==> config.mk <==
export PLATFORM = sky130hd
export DESIGN_NAME = seq_multiplier
export DESIGN_NICKNAME = d
export VERILOG_FILES = /design/src/rtl/seq_multiplier.sv
export SDC_FILE = /design/constraint.sdc
export NUM_CORES = 1
export LEC_CHECK = 0
export CORE_ASPECT_RATIO = 1.2
export CORE_UTILIZATION = 40
export DETAILED_ROUTE_END_ITERATION = 10
export GPL_TIMING_DRIVEN = 0
export PLACE_DENSITY = 0.66
export RECOVER_POWER = 25
export SYNTH_ARGS = -nofsm -noshare
export SYNTH_HDL_FRONTEND = slang
export SYNTH_SLANG_ARGS = --single-unit
==> constraint.sdc <==
create_clock -name clk -period 3.5 [get_ports clk]
set_input_delay 0.7 -clock clk [delete_from_list [all_inputs] [get_ports clk]]
set_output_delay 0.7 -clock clk [all_outputs]
set_load 0.02 [all_outputs]
==> src/rtl/seq_multiplier.sv <==
// Sequential shift-add multiplier: one partial product per clock, start/done
// handshake, unsigned or two's-complement operands, full 2*WIDTH-bit product.
module seq_multiplier #(
    parameter int WIDTH = 4
) (
    input  logic               clk,
    input  logic               rst,
    input  logic               start,
    input  logic               signed_mode,
    input  logic [WIDTH-1:0]   a,
    input  logic [WIDTH-1:0]   b,
    output logic               busy,
    output logic               done,
    output logic [2*WIDTH-1:0] p
);

    localparam int PW = 2 * WIDTH;
    localparam int CW = $clog2(WIDTH + 1);

    typedef enum logic [0:0] {
        IDLE = 1'b0,
        RUN  = 1'b1
    } state_t;

    state_t          state_r, state_s;
    logic [PW-1:0]   mcand_r, mcand_s;
    logic [WIDTH-1:0] mplier_r, mplier_s;
    logic [PW-1:0]   acc_r, acc_s;
    logic [PW-1:0]   sum_s;
    logic [CW-1:0]   cnt_r, cnt_s;
    logic            neg_r, neg_s;
    logic            busy_r, busy_s;
    logic            done_r, done_s;
    logic [PW-1:0]   p_r, p_s;

    // Unsigned magnitude of an operand; -2^(WIDTH-1) maps to 2^(WIDTH-1).
    function automatic logic [WIDTH-1:0] magnitude(input logic [WIDTH-1:0] v,
                                                   input logic             is_signed);
        if (is_signed && v[WIDTH-1]) begin
            magnitude = ~v + {{(WIDTH-1){1'b0}}, 1'b1};
        end else begin
            magnitude = v;
        end
    endfunction

    function automatic logic [PW-1:0] apply_sign(input logic [PW-1:0] v,
                                                 input logic          neg);
        if (neg) begin
            apply_sign = ~v + {{(PW-1){1'b0}}, 1'b1};
        end else begin
            apply_sign = v;
        end
    endfunction

    // Next-state, datapath and output logic.
    always_comb begin
        state_s  = state_r;
        mcand_s  = mcand_r;
        mplier_s = mplier_r;
        acc_s    = acc_r;
        cnt_s    = cnt_r;
        neg_s    = neg_r;
        busy_s   = 1'b0;
        done_s   = 1'b0;
        p_s      = p_r;
        sum_s    = acc_r + (mplier_r[0] ? mcand_r : {PW{1'b0}});
        case (state_r)
            IDLE: begin
                if (start) begin
                    state_s  = RUN;
                    mcand_s  = {{WIDTH{1'b0}}, magnitude(a, signed_mode)};
                    mplier_s = magnitude(b, signed_mode);
                    neg_s    = signed_mode & (a[WIDTH-1] ^ b[WIDTH-1]);
                    acc_s    = {PW{1'b0}};
                    cnt_s    = {CW{1'b0}};
                    busy_s   = 1'b1;
                end else begin
                    busy_s   = 1'b0;
                end
            end
            RUN: begin
                acc_s    = sum_s;
                mcand_s  = {mcand_r[PW-2:0], 1'b0};
                mplier_s = {1'b0, mplier_r[WIDTH-1:1]};
                cnt_s    = cnt_r + {{(CW-1){1'b0}}, 1'b1};
                // The last partial product is folded straight into p.
                if (cnt_r == CW'(WIDTH - 1)) begin
                    state_s = IDLE;
                    p_s     = apply_sign(sum_s, neg_r);
                    done_s  = 1'b1;
                    busy_s  = 1'b0;
                end else begin
                    busy_s  = 1'b1;
                end
            end
            default: begin
                state_s = IDLE;
                busy_s  = 1'b0;
            end
        endcase
    end

    // State and output registers.
    always_ff @(posedge clk or posedge rst) begin
        if (rst) begin
            state_r  <= IDLE;
            mcand_r  <= {PW{1'b0}};
            mplier_r <= {WIDTH{1'b0}};
            acc_r    <= {PW{1'b0}};
            cnt_r    <= {CW{1'b0}};
            neg_r    <= 1'b0;
            busy_r   <= 1'b0;
            done_r   <= 1'b0;
            p_r      <= {PW{1'b0}};
        end else begin
            state_r  <= state_s;
            mcand_r  <= mcand_s;
            mplier_r <= mplier_s;
            acc_r    <= acc_s;
            cnt_r    <= cnt_s;
            neg_r    <= neg_s;
            busy_r   <= busy_s;
            done_r   <= done_s;
            p_r      <= p_s;
        end
    end

    assign busy = busy_r;
    assign done = done_r;
    assign p    = p_r;

endmodule

* Word level (Yosys, flattened, before mapping) *
Cells that the tools add are included.

word-level totals
  bits in registers = 34
  bits of input ports = 12

cells by class
  muxes and demuxes = 17
  eq/ne operators = 2
  reduce and logical (&&, ||, !) cells = 4
  add/sub/neg operators = 5
  bitwise logic cells = 6

operators by type and width
  cell                                                 count
  2-to-1 mux 8 bit                                     4
  case mux 8 bit (2 select lines)                      2
  2-to-1 mux 4 bit                                     3
  adder 4 x 1 -> 4 bit, second input constant          2
  adder 8 x 1 -> 8 bit, second input constant          1
  adder 8 bit                                          1
  inverter 4 bit                                       2
  inverter 8 bit                                       1
  case mux 4 bit (2 select lines)                      1
  case mux 3 bit (2 select lines)                      1
  2-to-1 mux 1 bit                                     4
  AND reduction 2 bit                                  2
  adder 3 x 1 -> 3 bit, second input constant          1
  equality test 3 x 2 -> 1 bit, second input constant  1
  2-to-1 mux 3 bit                                     1
  logical AND 1 bit                                    2
  != test 2 bit, second input constant                 1
  case mux 1 bit (2 select lines)                      1
  bitwise AND 1 bit                                    1
  inverter 1 bit                                       1
  bitwise XOR 1 bit                                    1

* Logic depth before layout (Yosys ltp) *
  word-level depth = 5
  mapped depth = 9
  gate-level depth less buffers = 9

* Worst setup path before layout *
OpenSTA, ideal clock, no wires.

  path kind = reg2reg
  from = register mplier_r[0]
  to = register p_r[7] (netlist: p[7])
  stages on the path, launching flop included = 10
  path buffers = 0
  path slack = 0.840 ns
  setup time = 0.125 ns
  arrival = 2.535 ns
  cell sequence = dfrtp_1 -> and2_1 -> ha_1 -> fa_1 -> a211oi_2 -> nor4b_1 -> or4_4 -> o31ai_2 -> xor2_1 -> o21ai_1

between the ends
  cells in the longest elaborated chain, start to end = 5

RTL lines
  what                      line  source
  start: declaration        27    logic [WIDTH-1:0] mplier_r, mplier_s;
  start signal: assignment  108   mplier_r <= {WIDTH{1'b0}};
  start signal: assignment  118   mplier_r <= mplier_s;
  2-to-1 mux 8 bit (*)      66    sum_s = acc_r + (mplier_r[0] ? mcand_r : {PW{1'b0}});
  adder 8 bit (*)           66
  inverter 8 bit            49    apply_sign = ~v + {{(PW-1){1'b0}}, 1'b1};
  adder 8 x 1 -> 8 bit      49
  2-to-1 mux 8 bit (*)      48    if (neg) begin
  end signal: assignment    114   p_r <= {PW{1'b0}};
  end signal: assignment    124   p_r <= p_s;
  end: declaration          34    logic [PW-1:0] p_r, p_s;

Every way passes the cells marked *; elsewhere a longest branch is shown, timed or not.
A chain may end at the register's enable or synchronous reset.

* Worst setup path after layout *
Same ends and word-level chain as after synthesis.

==> metrics.yaml <==
outcome:
  status: "finished, final reports clean"
grt:
  grt_pass1_wl_mm: 6.996
  grt_pass1_vias: 1570
  grt_max_degree: 35
  track_usage_pct: 17.59
  grt-ovfl-total: 0
  grt_antenna_before_repair: 0
detailed_routing:
  drt_pass1_iterations: 4
  wl_mm: 3.830
  first_iter_violations: 56
  ant_nets: 0
  routed-via-count: 1619
  drc: 0
  via_per_inst: 5.189
  wire_per_inst_um: 12.28
sta:
  slew_viol_final: 0
  rsz0062_at_grt: "false"
  min_period_ps: 2918
  skew_ps: 4.350
  max_freq_ghz: 0.3427
  finalSetupViolCount: 0
  relSlewSlack_pct: 15.08
  period_share_pct: 83.38
  hold_violations: 0
  fin_setup_tns_ps: 0
  setup_slack_ps: 581.6
  worst_pin_slew_ps: 1272
yosys:
  synthFlopType: "dfrtp_1"
  syn_inst: 226
  synth_edf_count: 0
  async_flop_share_pct: 100.0
  synth_top_family_by_area: "simple AND/OR/NAND/NOR gates"
  synth_xor_area_share_pct: 4.877
  synth-seq-area-share_pct: 43.07
  netlist_area_um2: 1976
  synth-simple-area-share_pct: 19.51
  synth_cell_types: 38
  synth_nets: 251
  yosysWarnings: 0
  syn_area_per_cell_um2: 8.742
  synth-compound-area-share_pct: 17.54
  synth_seq_cells: 34
  synth.area.mux_share_pct: 2.027
  synthAdderAreaFrac_pct: 8.613
die:
  ios: 22
  die_area_um2: 5225
  initial_core_util_pct: 42.38
  die_x_um: 66.16
  die_h_um: 78.99
  num_rows: 27
  design.core.area_um2: 4662
power:
  p_leak_uw: 0.001073
  total_power_uw: 1865
  power_density_nw_per_um2: 795.6
  peakVddDrop_mv: 0.2350
worst_setup_path:
  cp.arrival_ps: 3090
  worstPathMaxFanout: 9
  cp-end-kind: "register"
  start_kind: "register"
  crit_type: "reg2reg"
  required_ps: 3670
  r2r_slack_ps: 580
clock_tree:
  htreeDepth: 2
  clk_pin_slew_ps: 70
  cts_setup_buffers: 0
  cts-root-buf: "clkbuf_8"
  postCtsHoldBufs: 0
  cts_tree: "yes"
  cts_buffers: 5
  cts_buffer_depth: 2
  cts_resized: 0
  clock_latency_ps: 290
  clock-sinks: 34
worst_hold_path:
  hp-class: "reg2reg"
final_layout:
  fillCellCount: 468
  antennaDiodeCount: 0
  nNetsFinal: 278
  instances_no_fill: 312
  area_growth_pct: 18.62
  drive_above_1_share_pct: 5.906
placement:
  dp_slack_ps: 583.3
  dpl.hpwl_mm: 2.846
  io_buffers: 20
  gp_congestion: 0.7788
  placed_cells: 304
flow_run:
  max_cap_violations: 0
-- state kept, by name, summed over array words and instances, names as in the netlist --
register / flops
acc_r: 8
busy: 1
cnt_r: 3
done: 1
mcand_r: 8
mplier_r: 4
neg_r: 1
p: 8
-- critical path, cell delays in order (launching register included) --
cell and delay [ps]:
dfrtp_1 470, and2_1 190, ha_1 210, fa_1 430, a211oi_2 320, nor4b_1 100
or4_4 560, o31ai_2 280, xor2_1 160, o21ai_1 70
-- cell usage after synthesis, types with 2 or more instances --
cell | n | area [um2]
nand2_1 | 47 | 176.4
dfrtp_1 | 34 | 850.8
o21ai_0 | 32 | 160.2
inv_1 | 13 | 48.80
ha_1 | 12 | 150.1
clkbuf_1 | 9 | 33.78
nand3_1 | 9 | 45.04
xor2_1 | 8 | 70.07
and2_1 | 7 | 43.79
nor2_1 | 7 | 26.28
a21oi_1 | 6 | 30.03
mux2i_1 | 4 | 40.04
o22ai_1 | 4 | 25.02
and3_1 | 3 | 18.77
xnor2_1 | 3 | 26.28
a21o_1 | 2 | 15.01
nor2b_1 | 2 | 12.51
nor3_1 | 2 | 10.01
o31ai_1 | 2 | 15.01
or3_1 | 2 | 12.51
-- cells by family (layout without fill, tap and decap cells) --
group           after synthesis  after routing
fa+ha+maj                    13             13
buf+inv                      23             51
simple gates                 84             84
compound gates               57             57
mux                           4              4
xor+xnor                     11             11
flops                        34             34
-- cells in the final DEF (no fill, tap or decap), drive strengths merged, types with 2 or more instances in the layout --
master         count
nand2             47
dfrtp             34
o21ai             33
clkdlybuf4s50     19
clkbuf            15
inv               13
ha                12
nand3              9
xor2               8
nor2               7
and2               7
a21oi              6
o22ai              4
mux2i              4
and3               4
xnor2              3
a21o               3
o31ai              3
nor2b              2
nor3               2
or3                2
-- power by group --
group | switching, uW | total [uW] | internal [uW]
clock network | 149 | 307 | 158
registers | 94.9 | 647 | 552
logic | 515 | 911 | 396
-- through the flow --
stage               utilization, %  hold WS [ps]  area [um2]
floorplan                        -         444.7        1976
global placement             48.23         460.3        2248
detailed placement           48.23         469.9        2248
CTS                          50.27         486.0        2344
global route                 50.27         525.2        2344
finish                       50.27         475.5        2344
-- metal layers --
metal / part of all wire [%] / routed length, um / track usage [%]
met2: 48 / 1827 / 29.49
met4: 1.6 / 62 / 7.660
met3: 3.3 / 125 / 3.879
met5: 0 / 0 / 0
met1: 47 / 1815 / 21.33
-- worst paths after layout --
| path | cells past startpoint | startpoint | end |
|---|---|---|---|
| max in group asynchronous | 2 | rst | acc_r[7]$_DFFE_PP0P_ |
| max | 9 | mplier_r[0]$_DFFE_PP0P_ | p[7]$_DFFE_PP0P_ |
| min reg2reg | 2 | p[3]$_DFFE_PP0P_ | p[3]$_DFFE_PP0P_ |
| min | 2 | p[3]$_DFFE_PP0P_ | p[3]$_DFFE_PP0P_ |
| max reg2reg | 9 | mplier_r[0]$_DFFE_PP0P_ | p[7]$_DFFE_PP0P_ |
| min in group asynchronous | 2 | rst | p[1]$_DFFE_PP0P_ |
-- final cells by class --
| class | count | area [um2] | share of cell area, % |
|---|---|---|---|
| buffer | 10 | 37.54 | 1.602 |
| clock inverter | 2 | 12.51 | 0.5339 |
| inverter | 13 | 48.80 | 2.082 |
| multi-input combinational | 169 | 1039 | 44.31 |
| clock buffer | 6 | 82.58 | 3.524 |
| tap | 58 | 72.57 | 3.097 |
| sequential | 34 | 850.8 | 36.31 |
| timing repair buffer | 20 | 200.2 | 8.542 |
Note: power is estimated with default switching activity, not from simulation.
